$ cat src/rtl/sd_bkram_xfer.sv
// ---------------------------------------------------------------------------
// sd_bkram_xfer
// Moves a backup-RAM image between an SD-card volume and a 16-bit RAM port,
// one 512-byte sector at a time. A rising edge on bk_load reads the volume
// into RAM; a rising edge on bk_save writes RAM back to the volume. Sectors
// 0..count-1 are transferred, where count = min(SECTORS, image size / 512).
//
// Optional feature: define SD_BKRAM_DIRTY_EN to track a dirty flag (set by
// core_wr). When enabled, a save request with a clean RAM is dropped.
//
// Ports
//   clk_sys, reset        clock, asynchronous active-high reset
//   img_mounted, img_size volume mount pulse and image size in bytes
//   bk_load, bk_save      level requests (acted on at their rising edge)
//   bk_ena                volume mounted with nonzero size
//   bk_loading, bk_saving transfer in progress, by direction
//   sd_lba, sd_rd, sd_wr  sector request towards the SD responder
//   sd_ack                responder busy with the requested sector
//   sd_buff_*             word-level data exchange within a sector
//   mem_addr/wr/wdata     RAM write side (registered during load)
//   mem_rdata             RAM read data, valid one cycle after mem_addr
//   core_wr               core wrote backup RAM (dirty tracking only)
// ---------------------------------------------------------------------------
module sd_bkram_xfer #(
  parameter int SECTORS = 256,
  parameter int AW      = 16
) (
  input  logic          clk_sys,
  input  logic          reset,
  input  logic          img_mounted,
  input  logic [63:0]   img_size,
  input  logic          bk_load,
  input  logic          bk_save,
  output logic          bk_ena,
  output logic          bk_loading,
  output logic          bk_saving,
  output logic [31:0]   sd_lba,
  output logic          sd_rd,
  output logic          sd_wr,
  input  logic          sd_ack,
  input  logic [7:0]    sd_buff_addr,
  input  logic [15:0]   sd_buff_dout,
  input  logic          sd_buff_wr,
  output logic [15:0]   sd_buff_din,
  output logic [AW-1:0] mem_addr,
  output logic          mem_wr,
  output logic [15:0]   mem_wdata,
  input  logic [15:0]   mem_rdata,
  input  logic          core_wr
);

  // count must hold the value SECTORS itself, hence one bit above log2
  localparam int CW = AW - 7;

  typedef enum logic [1:0] {
    ST_IDLE = 2'd0,
    ST_REQ  = 2'd1,
    ST_XFER = 2'd2,
    ST_NEXT = 2'd3
  } state_t;

  state_t          state_r;
  logic [CW-1:0]   count_r;
  logic            bk_ena_r;
  logic            loading_r;
  logic            saving_r;
  logic            sd_rd_r;
  logic            sd_wr_r;
  logic            mem_wr_r;
  logic [31:0]     sd_lba_r;
  logic [AW-1:0]   mem_addr_r;
  logic [15:0]     mem_wdata_r;
  logic            load_prev_r;
  logic            save_prev_r;
  logic            abort_r;

  logic [54:0]     img_sectors_s;
  logic [CW-1:0]   count_next_s;
  logic            load_rise_s;
  logic            save_rise_s;
  logic            save_ok_s;
  logic            can_start_s;
  logic            last_s;
  logic [AW-1:0]   sector_addr_s;

`ifdef SD_BKRAM_DIRTY_EN
  logic            dirty_r;
  assign save_ok_s = save_rise_s & dirty_r;
`else
  logic            core_wr_unused_s;
  assign core_wr_unused_s = core_wr;
  assign save_ok_s        = save_rise_s;
`endif

  assign img_sectors_s = img_size[63:9];
  assign count_next_s  = (img_sectors_s >= 55'(SECTORS)) ? CW'(SECTORS)
                                                         : img_sectors_s[CW-1:0];
  assign load_rise_s   = bk_load & ~load_prev_r;
  assign save_rise_s   = bk_save & ~save_prev_r;
  assign can_start_s   = bk_ena_r && (count_r != {CW{1'b0}});
  assign last_s        = (sd_lba_r == (32'(count_r) - 32'd1));
  assign sector_addr_s = {sd_lba_r[AW-9:0], sd_buff_addr};

  // Save reads RAM combinationally so the responder sees data one cycle later
  assign mem_addr    = saving_r ? sector_addr_s : mem_addr_r;
  assign sd_buff_din = mem_rdata;
  assign mem_wdata   = mem_wdata_r;
  assign mem_wr      = mem_wr_r;
  assign sd_rd       = sd_rd_r;
  assign sd_wr       = sd_wr_r;
  assign sd_lba      = sd_lba_r;
  assign bk_ena      = bk_ena_r;
  assign bk_loading  = loading_r;
  assign bk_saving   = saving_r;

  // Mount latching and request edge detectors. Detectors reset to "high
  // seen" so a request held through reset does not start a transfer.
  always_ff @(posedge clk_sys or posedge reset) begin
    if (reset) begin
      count_r     <= {CW{1'b0}};
      bk_ena_r    <= 1'b0;
      load_prev_r <= 1'b1;
      save_prev_r <= 1'b1;
    end else begin
      load_prev_r <= bk_load;
      save_prev_r <= bk_save;
      if (img_mounted) begin
        count_r  <= count_next_s;
        bk_ena_r <= (img_size != 64'd0);
      end
    end
  end

  // Transfer FSM with registered request, status and RAM-write outputs
  always_ff @(posedge clk_sys or posedge reset) begin
    if (reset) begin
      state_r     <= ST_IDLE;
      loading_r   <= 1'b0;
      saving_r    <= 1'b0;
      sd_rd_r     <= 1'b0;
      sd_wr_r     <= 1'b0;
      mem_wr_r    <= 1'b0;
      sd_lba_r    <= 32'd0;
      mem_addr_r  <= {AW{1'b0}};
      mem_wdata_r <= 16'd0;
      abort_r     <= 1'b0;
`ifdef SD_BKRAM_DIRTY_EN
      dirty_r     <= 1'b0;
`endif
    end else begin
      mem_wr_r <= 1'b0;
      // A remount mid-transfer lets the current sector finish, then stops
      if (img_mounted && (state_r != ST_IDLE)) begin
        abort_r <= 1'b1;
      end
`ifdef SD_BKRAM_DIRTY_EN
      if (core_wr) begin
        dirty_r <= 1'b1;
      end
`endif
      case (state_r)
        ST_IDLE: begin
          abort_r <= 1'b0;
          if (can_start_s && load_rise_s) begin
            loading_r <= 1'b1;
            saving_r  <= 1'b0;
            sd_rd_r   <= 1'b1;
            sd_lba_r  <= 32'd0;
            state_r   <= ST_REQ;
          end else if (can_start_s && save_ok_s) begin
            loading_r <= 1'b0;
            saving_r  <= 1'b1;
            sd_wr_r   <= 1'b1;
            sd_lba_r  <= 32'd0;
            state_r   <= ST_REQ;
          end else begin
            loading_r <= 1'b0;
            saving_r  <= 1'b0;
          end
        end
        ST_REQ: begin
          if (sd_ack) begin
            sd_rd_r <= 1'b0;
            sd_wr_r <= 1'b0;
            state_r <= ST_XFER;
          end
        end
        ST_XFER: begin
          // Strobes are only taken while sd_ack is high, so the write pulse
          // always lands before the FSM leaves XFER
          if (!sd_ack) begin
            state_r <= ST_NEXT;
          end else if (loading_r && sd_buff_wr) begin
            mem_wr_r    <= 1'b1;
            mem_addr_r  <= sector_addr_s;
            mem_wdata_r <= sd_buff_dout;
          end
        end
        ST_NEXT: begin
          if (abort_r || img_mounted) begin
            loading_r <= 1'b0;
            saving_r  <= 1'b0;
            state_r   <= ST_IDLE;
          end else if (last_s) begin
            loading_r <= 1'b0;
            saving_r  <= 1'b0;
            state_r   <= ST_IDLE;
`ifdef SD_BKRAM_DIRTY_EN
            if (!core_wr) begin
              dirty_r <= 1'b0;
            end
`endif
          end else begin
            sd_lba_r <= sd_lba_r + 32'd1;
            sd_rd_r  <= loading_r;
            sd_wr_r  <= saving_r;
            state_r  <= ST_REQ;
          end
        end
        default: begin
          loading_r <= 1'b0;
          saving_r  <= 1'b0;
          sd_rd_r   <= 1'b0;
          sd_wr_r   <= 1'b0;
          state_r   <= ST_IDLE;
        end
      endcase
    end
  end

endmodule
$ cat config.mk
export PLATFORM = sky130hd
export DESIGN_NAME = sd_bkram_xfer
export DESIGN_NICKNAME = d
export VERILOG_FILES = /design/src/rtl/sd_bkram_xfer.sv
export SDC_FILE = /design/constraint.sdc
export NUM_CORES = 1
export LEC_CHECK = 0
export CAP_MARGIN = 15
export CORE_MARGIN = 2
export CORE_UTILIZATION = 45
export DETAILED_ROUTE_END_ITERATION = 10
export PLACE_DENSITY = 0.83
export SYNTH_ARGS = -nofsm -noshare
export SYNTH_HDL_FRONTEND = slang
export SYNTH_SLANG_ARGS = --single-unit
export TNS_END_PERCENT = 20
$ cat constraint.sdc
create_clock -name clk_sys -period 9.85 [get_ports clk_sys]
set_input_delay 2.955 -clock clk_sys [delete_from_list [all_inputs] [get_ports clk_sys]]
set_output_delay 2.955 -clock clk_sys [all_outputs]
set_load 0.01 [all_outputs]
# Yosys cells after proc, flatten, opt, wreduce, memory -nomap -nowiden
# Index checks and enable logic that the tools add are counted.
dict set report op_classes {
  mux 36
  n_lt_le_gt_ge 1
  n_reduce_logical 19
  add_sub_neg 2
  n_eq_ne 13
  bitwise_logic 4
}
# cell n
set ops {}
lappend ops {{$mux 32} 4}
lappend ops {{$pmux 32 s2} 1}
lappend ops {{$reduce_bool 64->1} 1}
lappend ops {{$ge 55x9->1 const B} 1}
lappend ops {{$add 32x1->32 const B} 1}
lappend ops {{$eq 32x32->1} 1}
lappend ops {{$mux 1} 20}
lappend ops {{$mux 16} 1}
lappend ops {{$ne 2x2->1 const B} 7}
lappend ops {{$sub 9x1->10 const B} 1}
lappend ops {{$mux 9} 1}
lappend ops {{$reduce_bool 9->1} 1}
lappend ops {{$mux 2} 4}
lappend ops {{$pmux 2 s4} 1}
lappend ops {{$ne 3x3->1 const B} 2}
lappend ops {{$pmux 1 s3} 2}
lappend ops {{$reduce_and 3->1} 2}
lappend ops {{$reduce_and 6->1} 1}
lappend ops {{$reduce_bool 2->1} 3}
lappend ops {{$logic_and 1x1->1} 5}
lappend ops {{$reduce_and 5->1} 1}
lappend ops {{$eq 2x2->1 const B} 2}
lappend ops {{$pmux 1 s2} 2}
lappend ops {{$reduce_and 4->1} 1}
lappend ops {{other kinds (7)} 9}
dict set report totals {
  reg_bits 84
  output_inout_bits 86
}

# Longest topological paths before layout
dict set report logic_depth {
  word_depth 6
  depth_mapped 12
}

# Worst setup path after synthesis
# No wires, ideal clock.
dict set report synth_timing {
  path_type {input to output}
  start {input sd_buff_addr[0]}
  end {output mem_addr[0]}
  t_arrival_ps 3230
  slack_ps 3665
  cell_stages 1
  required_ps 6895
  path_cell_list {mux2_2}
}
dict set report synth_between {
  elab_chain_len 1
}
# element line_no
set synth_lines {}
lappend synth_lines {{start, declared} 41} ;# input logic [7:0] sd_buff_addr,
lappend synth_lines {{$mux 16} 105} ;# assign mem_addr = saving_r ? sector_addr_s : mem_addr_r;
lappend synth_lines {{end, declared} 45} ;# output logic [AW-1:0] mem_addr,
# No other way between the ends.

# Worst setup path after layout
dict set report layout_timing {
  start {input sd_buff_addr[4]}
  end {output mem_addr[4]}
}
# The elaborated chain is that of the path after synthesis.

==> results list <==
- The count of pins over their slew limit is 0.
- Placed cell count: between 800 and 900
- Detailed-route via count: between 4k and 5k
* X dimension of the die: ~110 um
- Antenna violations before repair: 0
- Buffers added to address setup during post-CTS repair amount to 0.
- Most frequently used flop master after synthesis: sky130_fd_sc_hd__dfrtp_1
- Buffers inserted during clock tree synthesis total 9.
- In this run the standard cell core region covers roughly 11,000 sq um.
- STA classifies the critical path startpoint as a primary input.
- Detailed router's first-iteration violation count: approximately 400
- Hold_buf cts: 0
* Number of filler cells placed in the layout: approximately 900
* Final count of hold timing violations: 0
* Post-synthesis net count: just under 700
* Total area of sequential cells: about 2100 sq um
- For this run, design rule violations remaining after detail routing come to 0.
- Summed over all nets, the half-perimeter wirelength after detailed placement is between 10 and 15 mm.
* Post-CTS Resized: 0
- Maximum clock insertion buffer count: 2
- After clock tree synthesis, the clock-pin slew on the worst setup and hold paths is 0.09 ns.
- Derived from the worst setup path, the maximum achievable clock frequency is 0.1406 GHz.
* CTS Root Buffer Type: sky130_fd_sc_hd__clkbuf_8
- The run finished with clean final reports.
- After layout, the minimum clock period comes to about 7.1 ns.
* Placement row count: 38
* TritonCTS clock tree: done
* Max rail drop VDD: roughly 0.18 mV
- STA puts the critical path data arrival time at between 4 and 5 ns.
- The first global-routing pass estimated 24.22 mm of wire.
- At the end of the flow, the number of nets in the layout was ~830.
* Synthesized area: 5056 sq um
- Routed signal wires occupy layers up through met4.
- The repair_antennas step left the layout with diodes totalling 0.
- Sequential share of the synthesized area: a little over two fifths
- After detailed routing, the met2 layer carries between 8 and 9 mm of wire.
* Instance count of the mapped netlist: 578
- Fraction of synthesized cell area taken by the top area cell type: 40.58%
- Setup repair after global routing left no endpoint under its margin.
- Synth warnings: 0
- Crit path kind: in -> out
- Most area-hungry cell type in the Yosys netlist: sky130_fd_sc_hd__dfrtp_1
- Fraction of registers with async set/reset: between 90% and 100%
- After synthesis the netlist holds a flip-flop and latch count of 84.
- # H-tree levels: 3
- Overall track demand over capacity in global routing: between 20% and 30%
- Wires add up to 15.22 mm.
- Clock tree skew after final layout: between 0.015 and 0.02 ns
- Entering global routing, the biggest net connects 64 pins.
- At the pin with the least slew margin, the transition time is ~1.2 ns.
* Setup crit end kind: output pin
- Ranking of synthesized cells by area: sky130_fd_sc_hd__dfrtp_1 41%, sky130_fd_sc_hd__nand2_1 10%, sky130_fd_sc_hd__mux2_2 4.2%, sky130_fd_sc_hd__mux2i_1 4.0%, sky130_fd_sc_hd__nor4_1 3.1%
- PD cells: 181.2 nW/um^2
* GR Overflow Total: 0
* Area taken by multi-input logic gates: between 2000 and 3000 sq um
* Overall die height: 110 um
- Total Negative Setup Slacks: 0 ns
* RePlAce Congestion: 0.8872
- Number of global-route vias before repair: 4,981
- First-pass iteration count of the detailed router: 5
- From synthesis to final layout, the design area changed by 34.79%.
- The floorplan step defined a die boundary enclosing ~12,000 sq um.
- Static power due to leakage: around 0.0028 uW
- For this configuration, the core starts out at a cell density of between 40% and 50%.
- Number of cells in the finished layout apart from fillers: 855
- Critical path data required time: roughly 6.9 ns
- Number of buffers added on ports: 164
- The count of nets left with antenna violations once routing finished came out at 0.
- Top-level port count: just under 200
- Along the worst path, the maximum fanout reaches 2.
* Post-synth EDFFs: 0
* Routed length per instance: roughly 18 um
- Setup violations remaining at the end of the flow were counted as 0.
* Count of cell types in the netlist: 61
* Met1 Routed Length: approximately 5.7 mm
- Using the TritonRoute via totals, the vias-per-cell ratio works out to around 5.8.
- Max-cap violations in this run came to 0.
- In the final layout, the share of cells above drive strength 1 is between 7 and 8%.
* Met3 wire length: 1.105 mm
- Counting every sink on the clock net gives 84.
- The path class of the tightest hold or removal check is reg -> reg.
* Clock latency reported for the late side of the worst-skew pair: 0.37 ns
- Of the available clock period, the critical path in the final layout requires between 70% and 80%.
* Synthesized area per cell: between 8 and 9 sq um
- Worst rel slew slack: ~22%
placed cells by master (no fill, tap or decap), types with 16 or more instances in the layout:
master / n
sky130_fd_sc_hd__clkdlybuf4s50_1: 164
sky130_fd_sc_hd__nand4_1: 16
sky130_fd_sc_hd__o21ai_0: 16
sky130_fd_sc_hd__a21oi_1: 20
sky130_fd_sc_hd__mux2i_1: 20
sky130_fd_sc_hd__dfrtp_1: 82
sky130_fd_sc_hd__mux2_2: 19
sky130_fd_sc_hd__nand2b_1: 20
sky130_fd_sc_hd__nand3_1: 21
sky130_fd_sc_hd__inv_1: 21
sky130_fd_sc_hd__nor4_1: 25
sky130_fd_sc_hd__nand2_1: 137
metal layers:
layer,vias to the layer above,track usage (%)
li1,2287,-
met1,2424,29.53
met2,229,46.23
met3,27,6.937
met4,0,9.132
met5,-,0
state kept, by name, summed over array words and instances (netlist names), 2 cells and up:
register	count
state_r	2
sd_lba	32
count_r	9
mem_addr_r	16
mem_wdata	16
cells by family after synthesis:
group | after synthesis | synth area share [%]
DFF | 84 | 41.62
buffers and inverters | 70 | 7.201
and+or+nand+nor | 280 | 27.27
xor gates and xnor gates | 9 | 1.559
muxes | 40 | 8.488
adders and majority gates | 6 | 1.485
AOI/OAI and AO/OA | 89 | 12.37
synth_stat cells (19+ instances only):
| cell | number |
|---|---|
| sky130_fd_sc_hd__dfrtp_1 | 82 |
| sky130_fd_sc_hd__nand3_1 | 21 |
| sky130_fd_sc_hd__clkbuf_1 | 22 |
| sky130_fd_sc_hd__a21oi_1 | 20 |
| sky130_fd_sc_hd__nor4_1 | 25 |
| sky130_fd_sc_hd__nand2_1 | 137 |
| sky130_fd_sc_hd__inv_1 | 22 |
| sky130_fd_sc_hd__nand2b_1 | 20 |
| sky130_fd_sc_hd__mux2i_1 | 20 |
| sky130_fd_sc_hd__mux2_2 | 19 |
critical path: stages:
cell and delay (ns):
sky130_fd_sc_hd__clkdlybuf4s50_1 0.43, sky130_fd_sc_hd__mux2_2 0.28, sky130_fd_sc_hd__clkdlybuf4s50_1 0.50
metrics by stage:
step | util, % | setup WS (ns) | instance area [sq um] | power, uW | hold slack [ns]
after global routing | 62.59 | 2.712 | 6815 | 1309 | 0.5125
after detailed placement | 60.89 | 2.747 | 6630 | 998.8 | 0.4618
final | 62.59 | 2.739 | 6815 | 1235 | 0.4819
after global placement | 60.89 | 2.752 | 6630 | 978.1 | 0.4553
after floorplan | - | 3.665 | 5056 | 761.8 | 0.4417
after CTS | 62.59 | 2.740 | 6815 | 1239 | 0.4850
power by group:
group / switching, uW / internal, uW
sequential: 59.0 / 416
combinational: 256 / 264
clock: 133 / 107
total: 448 / 787
path summary, 6_finish.rpt:
check / startpoint / cells past startpoint / end / slack, ns
setup / recovery: sd_buff_addr[4] / 3 / mem_addr[4] / 2.74
hold / removal: mem_addr_r[13] / 2 / mem_addr_r[13] / 0.48
setup reg to reg: count_r[0] / 9 / sd_lba[14] / 6.01
hold reg to reg: mem_addr_r[13] / 2 / mem_addr_r[13] / 0.48
max in group asynchronous: reset / 3 / count_r[1] / 5.84
min in group asynchronous: reset / 2 / sd_lba[14] / 2.87
layout make-up:
| type | instances | area share (%) |
|---|---|---|
| clock buffer | 12 | 2.276 |
| clock inverter | 4 | 0.4406 |
| tap | 140 | 2.570 |
| sequential | 84 | 30.88 |
| multi-input combinational | 424 | 37.97 |
| timing repair buffer | 169 | 24.64 |
| inverter | 22 | 1.230 |
(Power assumes the default switching activity.)
